<file path="src/rtl/everloop_pkg.sv">
// Shared definitions for the everloop LED frame serializer: FSM encoding and
// default WS2812 timing at 50 MHz for the Creator ring.
package everloop_pkg;

    typedef enum logic [2:0] {
        StIdle  = 3'd0,
        StFetch = 3'd1,
        StLoad  = 3'd2,
        StSend  = 3'd3,
        StLatch = 3'd4
    } state_e;

    localparam int unsigned DEF_T_BIT = 63;
    localparam int unsigned DEF_T0H   = 20;
    localparam int unsigned DEF_T1H   = 40;
    localparam int unsigned DEF_T_RST = 15000;

    // 35 LEDs x 4 bytes, two bytes per RAM word
    localparam int unsigned CREATOR_N_WORDS = 70;

endpackage

</file>
<file path="src/rtl/everloop_bit_timer.sv">
// Pulse-width coder for one WS2812 bit: line level and end-of-bit strobe
// derived from the position inside the bit period.
module everloop_bit_timer #(
    parameter int unsigned CNT_WIDTH = 6,
    parameter int unsigned T_BIT     = 63,
    parameter int unsigned T0H       = 20,
    parameter int unsigned T1H       = 40
) (
    input  logic [CNT_WIDTH-1:0] cnt,
    input  logic                 bit_val,
    output logic                 level,
    output logic                 bit_end
);

    logic [CNT_WIDTH-1:0] high_len;

    always_comb begin
        high_len = bit_val ? CNT_WIDTH'(T1H) : CNT_WIDTH'(T0H);
        level    = (cnt < high_len);
        bit_end  = (cnt == CNT_WIDTH'(T_BIT - 1));
    end

endmodule

</file>
<file path="src/rtl/everloop_driver.sv">
// Streams N_WORDS RAM words per frame MSB-first as WS2812 bits, prefetching
// the next word during bit 15 so words follow back to back, then a latch gap.
module everloop_driver
    import everloop_pkg::*;
#(
    parameter int unsigned ADDR_WIDTH = 7,
    parameter int unsigned DATA_WIDTH = 16,
    parameter int unsigned N_WORDS    = CREATOR_N_WORDS,
    parameter int unsigned T_BIT      = DEF_T_BIT,
    parameter int unsigned T0H        = DEF_T0H,
    parameter int unsigned T1H        = DEF_T1H,
    parameter int unsigned T_RST      = DEF_T_RST
) (
    input  logic                  clk,
    input  logic                  resetn,
    input  logic                  en,
    output logic [ADDR_WIDTH-1:0] adr_b,
    input  logic [DATA_WIDTH-1:0] dat_b,
    output logic                  led_out,
    output logic                  busy,
    output logic                  frame_done
);

    localparam int unsigned CW = $clog2(T_BIT);
    localparam int unsigned LW = $clog2(T_RST + 1);

    if (!(T0H > 0 && T0H < T1H && T1H < T_BIT && T_BIT >= 4 && T_RST >= 1 &&
          DATA_WIDTH == 16 && N_WORDS >= 1 && N_WORDS <= (1 << ADDR_WIDTH)))
    begin : gen_param_check
        $error("everloop_driver: illegal timing or size parameters");
    end

    state_e                state_q, state_d;
    logic [CW-1:0]         cnt_q, cnt_d;
    logic [3:0]            bit_q, bit_d;
    logic [ADDR_WIDTH-1:0] word_q, word_d;
    logic [DATA_WIDTH-1:0] shift_q, shift_d;
    logic [DATA_WIDTH-1:0] shadow_q, shadow_d;
    logic [LW-1:0]         latch_q, latch_d;
    logic [ADDR_WIDTH-1:0] adr_q, adr_d;
    logic                  led_q, led_d;
    logic                  done_q, done_d;

    logic bit_level;
    logic bit_end;

    everloop_bit_timer #(
        .CNT_WIDTH(CW),
        .T_BIT    (T_BIT),
        .T0H      (T0H),
        .T1H      (T1H)
    ) u_bit_timer (
        .cnt    (cnt_q),
        .bit_val(shift_q[DATA_WIDTH-1]),
        .level  (bit_level),
        .bit_end(bit_end)
    );

    always_comb begin
        state_d  = state_q;
        cnt_d    = cnt_q;
        bit_d    = bit_q;
        word_d   = word_q;
        shift_d  = shift_q;
        shadow_d = shadow_q;
        latch_d  = latch_q;
        adr_d    = adr_q;
        led_d    = 1'b0;
        done_d   = 1'b0;

        unique case (state_q)
            StIdle: begin
                adr_d = '0;
                if (en) state_d = StFetch;
            end
            StFetch: begin
                adr_d   = '0;
                state_d = StLoad;
            end
            StLoad: begin
                shift_d = dat_b;
                bit_d   = 4'd15;
                word_d  = '0;
                cnt_d   = '0;
                state_d = StSend;
            end
            StSend: begin
                led_d = bit_level;
                // Next word is fetched while the current word's first bit is on the line
                if (bit_q == 4'd15 && cnt_q == '0) adr_d = word_q + 1'b1;
                if (bit_q == 4'd15 && cnt_q == CW'(2)) shadow_d = dat_b;
                if (bit_end) begin
                    cnt_d = '0;
                    if (bit_q == 4'd0) begin
                        if (word_q == ADDR_WIDTH'(N_WORDS - 1)) begin
                            state_d = StLatch;
                            done_d  = 1'b1;
                            latch_d = '0;
                        end else begin
                            shift_d = shadow_q;
                            word_d  = word_q + 1'b1;
                            bit_d   = 4'd15;
                        end
                    end else begin
                        shift_d = shift_q << 1;
                        bit_d   = bit_q - 4'd1;
                    end
                end else begin
                    cnt_d = cnt_q + 1'b1;
                end
            end
            StLatch: begin
                adr_d = '0;
                if (latch_q == LW'(T_RST - 1)) begin
                    latch_d = '0;
                    state_d = en ? StFetch : StIdle;
                end else begin
                    latch_d = latch_q + 1'b1;
                end
            end
            default: state_d = StIdle;
        endcase
    end

    always_ff @(posedge clk) begin
        if (!resetn) begin
            state_q  <= StIdle;
            cnt_q    <= '0;
            bit_q    <= '0;
            word_q   <= '0;
            shift_q  <= '0;
            shadow_q <= '0;
            latch_q  <= '0;
            adr_q    <= '0;
            led_q    <= 1'b0;
            done_q   <= 1'b0;
        end else begin
            state_q  <= state_d;
            cnt_q    <= cnt_d;
            bit_q    <= bit_d;
            word_q   <= word_d;
            shift_q  <= shift_d;
            shadow_q <= shadow_d;
            latch_q  <= latch_d;
            adr_q    <= adr_d;
            led_q    <= led_d;
            done_q   <= done_d;
        end
    end

    assign adr_b      = adr_q;
    assign led_out    = led_q;
    assign frame_done = done_q;
    assign busy       = (state_q != StIdle);

endmodule

</file>
<file path="config.mk">
export PLATFORM = sky130hd
export DESIGN_NAME = everloop_driver
export DESIGN_NICKNAME = d
export VERILOG_FILES = /design/src/rtl/everloop_pkg.sv /design/src/rtl/everloop_bit_timer.sv /design/src/rtl/everloop_driver.sv
export SDC_FILE = /design/constraint.sdc
export NUM_CORES = 1
export LEC_CHECK = 0
export BUFFER_PORTS_ARGS = -buffer_cell sky130_fd_sc_hd__buf_2
export CAP_MARGIN = 20
export CELL_PAD_IN_SITES_DETAIL_PLACEMENT = 1
export CELL_PAD_IN_SITES_GLOBAL_PLACEMENT = 1
export CORE_MARGIN = 4
export CORE_UTILIZATION = 45
export CTS_CLUSTER_DIAMETER = 80
export CTS_CLUSTER_SIZE = 25
export DETAILED_ROUTE_END_ITERATION = 16
export PLACE_DENSITY = 0.76
export SYNTH_ARGS = -nofsm -noshare
export SYNTH_HDL_FRONTEND = slang
export SYNTH_SLANG_ARGS = --single-unit
</file>
<file path="constraint.sdc">
create_clock -name clk -period 3.3 [get_ports clk]
set_input_delay 0.495 -clock clk [delete_from_list [all_inputs] [get_ports clk]]
set_output_delay 0.495 -clock clk [all_outputs]
set_load 0.05 [all_outputs]
</file>
Word level (Yosys, flattened, before mapping)
Cells that the tools add are included.

operators by class
  reductions and logical operators = 18
  equal/unequal tests = 17
  multiplexer cells = 30
  magnitude comparators = 1
  add/subtract/negate cells = 4

operator list
  kind                                           count
  two-way mux 14 bit                             4
  two-way mux 16 bit                             3
  case mux 16 bit (2 select lines)               1
  two-way mux 7 bit                              4
  case mux 14 bit (2 select lines)               1
  case mux 7 bit (2 select lines)                2
  two-way mux 3 bit                              5
  case mux 3 bit (5 select lines)                1
  adder 14 x 1 -> 14 bit, second input constant  1
  == test 14 bit, second input constant          1
  != test 2 bit, second input constant           7
  two-way mux 4 bit                              3
  two-way mux 6 bit                              2
  case mux 6 bit (2 select lines)                1
  AND reduction 4 bit                            3
  case mux 4 bit (2 select lines)                1
  adder 7 x 1 -> 7 bit, second input constant    1
  == test 7 bit, second input constant           1
  adder 6 x 1 -> 6 bit, second input constant    1
  == test 3 x 2 -> 1 bit, second input constant  2
  == test 6 x 2 -> 1 bit, second input constant  1
  == test 6 bit, second input constant           1
  zero test 6 bit                                1
  less-than comparator 6 bit                     1
  other kinds (15)                               21

word-level totals
  bits in registers = 75
  word-level logic and storage cells = 80
  output and inout port bits = 10

Depth between registers and ports, before layout
  depth after elaboration = 5
  gate-level depth with buffers = 8

Modules after synthesis
From an unflattened synthesis, not the netlist that was laid out.

unflattened totals
  cells, all modules = 424
  area, all modules = 3871.2 sq um

modules (own cells, without submodules)
  module              sequential area each (sq um)  cells an instance  instances  area each (sq um)
  everloop_driver     1501.4                        413                1          3788.6
  everloop_bit_timer  0.0                           11                 1          82.6

Worst setup path before layout
Ideal clock, no wire load.

  kind = flip-flop to flip-flop
  start = register cnt_q[5]
  end = register shadow_q[10]
  cell stages (with the launch flop) = 7
  clock period less this slack = 2.006 ns
  data required time = 3.172 ns
  buffers on the path = 2
  setup time = 0.128 ns
  arrival = 1.878 ns
  path slack = 1.294 ns
  cells stage by stage = dfxtp_1 > buf_6 > or4_4 > nor4_4 > buf_6 > mux2i_1 > nor2_1

between the ends
  word-level cells in the longest chain between the ends = 3

RTL lines
  element                               line                    source
  start: declaration                    everloop_driver.sv:34   logic [CW-1:0] cnt_q, cnt_d;
  start signal: assignment              everloop_driver.sv:139  cnt_q <= cnt_d;
  == test 6 x 2 -> 1 bit                everloop_driver.sv:91   if (bit_q == 4'd15 && cnt_q == CW'(2)) shadow_d = dat_b;
  logical AND 1 bit                     everloop_driver.sv:91
  AND reduction 2 bit (no source line)  -
  end signal: assignment                everloop_driver.sv:143  shadow_q <= shadow_d;
  end: declaration                      everloop_driver.sv:38   logic [DATA_WIDTH-1:0] shadow_q, shadow_d;

Every way passes these cells.
A chain may end at the register's enable or synchronous reset.

Final worst setup path
  start = register bit_q[0]
  end = register word_q[4]

between the ends
  word-level cells in the longest chain between the ends = 3

RTL lines
  element                               line                    source
  start: declaration                    everloop_driver.sv:35   logic [3:0] bit_q, bit_d;
  start signal: assignment              everloop_driver.sv:140  bit_q <= bit_d;
  zero test 4 bit                       everloop_driver.sv:94   if (bit_q == 4'd0) begin
  != test 2 bit (no source line)        -
  AND reduction 4 bit (no source line)  -
  end signal: assignment                everloop_driver.sv:141  word_q <= word_d;
  end: declaration                      everloop_driver.sv:36   logic [ADDR_WIDTH-1:0] word_q, word_d;

Every way passes these cells.

==> summary.md <==
| Metric | Value |
|---|---|
| Outcome | `finished, final reports clean` |
| Detailed Place HPWL | `~6800 um` |
| Max Freq | `about 410 MHz` |
| Worst Tran Pin Value | `1.15 ns` |
| Final hold violation count | `0` |
| Setup tns final | `0 ns` |
| Hold-fix buffers at CTS | `0` |
| Number of remaining DRC errors | `0` |
| Dominant synthesized flop cell | `dfxtp_1` |
| RSZ-0062 raised after global routing | `false` |
| Core area | `around 0.0083 mm2` |
| H-tree Lvls | `3` |
| Site row count | `33` |
| Routability Congestion | `0.808` |
| Initial DRC Count | `120` |
| CTS Buffer Depth | `2` |
| Synth Warn # | `0` |
| Antenna-violating nets left | `0` |
| Largest net degree at the start of global routing | `34` |
| Leak | `1.50 nW` |
| Vias in the first global route | `between 3000 and 4000` |
| Max-Cap Viols | `0` |
| Final setup vio count | `0` |
| Worst-Skew Late Latency | `0.35 ns` |
| Clk slew on worst S/H paths | `~0.090 ns` |
| Cts repair resizes | `0` |
| Seq cells post-synth | `75` |
| Final slew viol count | `0` |
| Syn_nets | `484` |
| First-pass GRT wire length | `between 15000 and 20000 um` |
| Layout Utilization | `around half` |
| Starting Density | `between 40% and 50%` |
| Largest cells by area after synthesis | `dfxtp_1, mux2i_1, nand2_1` |
| Drt wl/cell | `17.2 um` |
| Cell area after synthesis | `~0.0039 mm2` |
| Worst-path fanout max | `17` |
| Die X | `slightly above 100 um` |
| Drt total wl | `9950 um` |
| CP required | `3.58 ns` |
| GRT Total Usage | `roughly a fifth` |
| Synth area leader | `dfxtp_1` |
| Crit path launch type | `flop` |
| GRT Residual Overflow | `0` |
| Worst Path Arrival | `~2.7 ns` |
| Worst hold slack | `approximately 0.39 ns` |
| Critical path class | `reg2reg` |
| Critical Path End Type | `flop` |
| Worst hold path class | `in2reg` |
| Period utilization | `roughly three quarters` |
| Netlist cell types | `60` |
| Drt first pass iters | `4` |
| Drt via density | `5.95` |
| Setup slack after layout | `~0.9 ns` |
| Final Skew | `between 0.01 and 0.015 ns` |
| Layout Cells excl Fill | `580` |
| Post-CTS setup buffer count | `0` |
| Max VDD drop | `between 200 and 250 uV` |
| Antenna cells | `0` |
| Die Y | `101 um` |
| Power per cell area | `437 mW/mm2` |
| CTS tree | `built` |
| Layout cell share with drive strength beyond 1 | `between 15 and 20%` |
| Die footprint | `a little over 0.01 mm2` |
| EDFF count, synth | `0` |
| Initial antenna violation count | `0` |
| Post-Place Worst Slack | `~0.86 ns` |
| Final net count | `500` |
| Post-Synthesis Cells | `about 450` |
| # placed instances | `between 500 and 600` |
| Layout area overhead | `10.1%` |
| Post-synthesis sequential area ratio | `a little under two fifths` |
| Tmin final | `2.42 ns` |
| Via count | `approximately 3500` |
| Syn avg cell area | `roughly 8.6 um2` |
| Slew headroom | `22.6%` |
| Ys async rst share | `0%` |
| Number of buffers created by CTS | `9` |
| Cell with the most instances after synthesis | `dfxtp_1` |
| Root Buffer | `clkbuf_8` |
| Top post-synthesis cells by count | `dfxtp_1, nand2_1, mux2i_1, nor2_1, o21ai_0` |
| Input/output buffers | `28` |
| IO Count | `29` |
| CTS Sinks | `75` |
| Top cell type's share of synthesized area | `a little under two fifths` |
-- layout make-up --
cell class | count | area (um2)
Tap cell | 105 | 131
Fill cell | 1014 | 4030
Clock buffer | 9 | 124
Inverter | 19 | 71.3
Sequential cell | 75 | 1500
Multi-Input combinational cell | 330 | 2220
Clock inverter | 7 | 68.8
Timing Repair Buffer | 35 | 193
-- metrics by stage --
stage | power, W | area, um2
floorplan | 0.00112 | 3910
global placement | 0.00119 | 4110
detailed placement | 0.00120 | 4110
CTS | 0.00191 | 4310
global route | 0.00197 | 4310
finish | 0.00188 | 4310
-- worst max-delay path, stage by stage, from the launching register on --
cell and delay (ns):
dfxtp_1 0.34, inv_1 0.09, ha_1 0.20, or3b_2 0.65, nor4_1 0.76, nand4_1 0.16
mux2i_1 0.15
-- routing by layer --
layer	part of all wire, %	GRT usage, %	vias up
met3	2.6	4.55	4
met1	48	27.0	1717
li1	-	-	1690
met2	49	33.8	42
met5	0	0	-
met4	0.43	4.19	0
-- cells by family after synthesis --
group,share of synthesized area (%)
buffers and inverters,5.24
AOI/OAI and AO/OA,19.8
muxes,8.95
and+or+nand+nor,22.1
DFF,38.4
adders and majority gates,3.52
xor gates and xnor gates,2.01
-- cells in the final DEF (no fill, tap or decap), types with 4 or more instances in the layout --
master	synthesis	routed
nand2_1	66	66
ha_1	11	11
o21ai_0	24	24
a31o_2	16	16
and4_1	4	4
nor2_1	27	27
o41ai_1	4	4
nand3_1	21	21
xnor2_1	7	7
inv_1	19	19
nand2b_1	4	4
buf_4	1	7
o211ai_1	5	5
nor3_1	6	6
buf_2	2	28
clkbuf_8	0	9
o2bb2ai_1	11	11
o221ai_1	4	4
mux2i_1	35	35
o31ai_1	4	4
nor4_1	8	8
nand4_1	7	7
a21oi_1	12	12
dfxtp_1	75	75
-- state kept, by name (all words and copies together), names as in the netlist --
name	count
bit_q	4
cnt_q	6
adr_b	7
latch_q	14
shadow_q	16
frame_done	1
state_q	3
led_out	1
word_q	7
shift_q	16
-- worst paths after layout --
path | cells after the start | slack, ns | endpoint | startpoint
max | 6 | 0.88 | word_q[4]$_SDFFE_PN0P_ | bit_q[0]$_SDFFE_PN0P_
min reg2reg | 1 | 0.46 | adr_b[0]$_SDFFE_PN0P_ | adr_b[0]$_SDFFE_PN0P_
min | 3 | 0.39 | shadow_q[14]$_SDFFE_PN0P_ | dat_b[14]
max reg2reg | 6 | 0.88 | word_q[4]$_SDFFE_PN0P_ | bit_q[0]$_SDFFE_PN0P_
-- where the power goes --
group          total [W]  internal (W)  switching (W)
clock network   0.000705      0.000346       0.000359
registers       0.000951      0.000927      0.0000245
logic           0.000224     0.0000760       0.000148
Power figures use the tool's default switching activity.
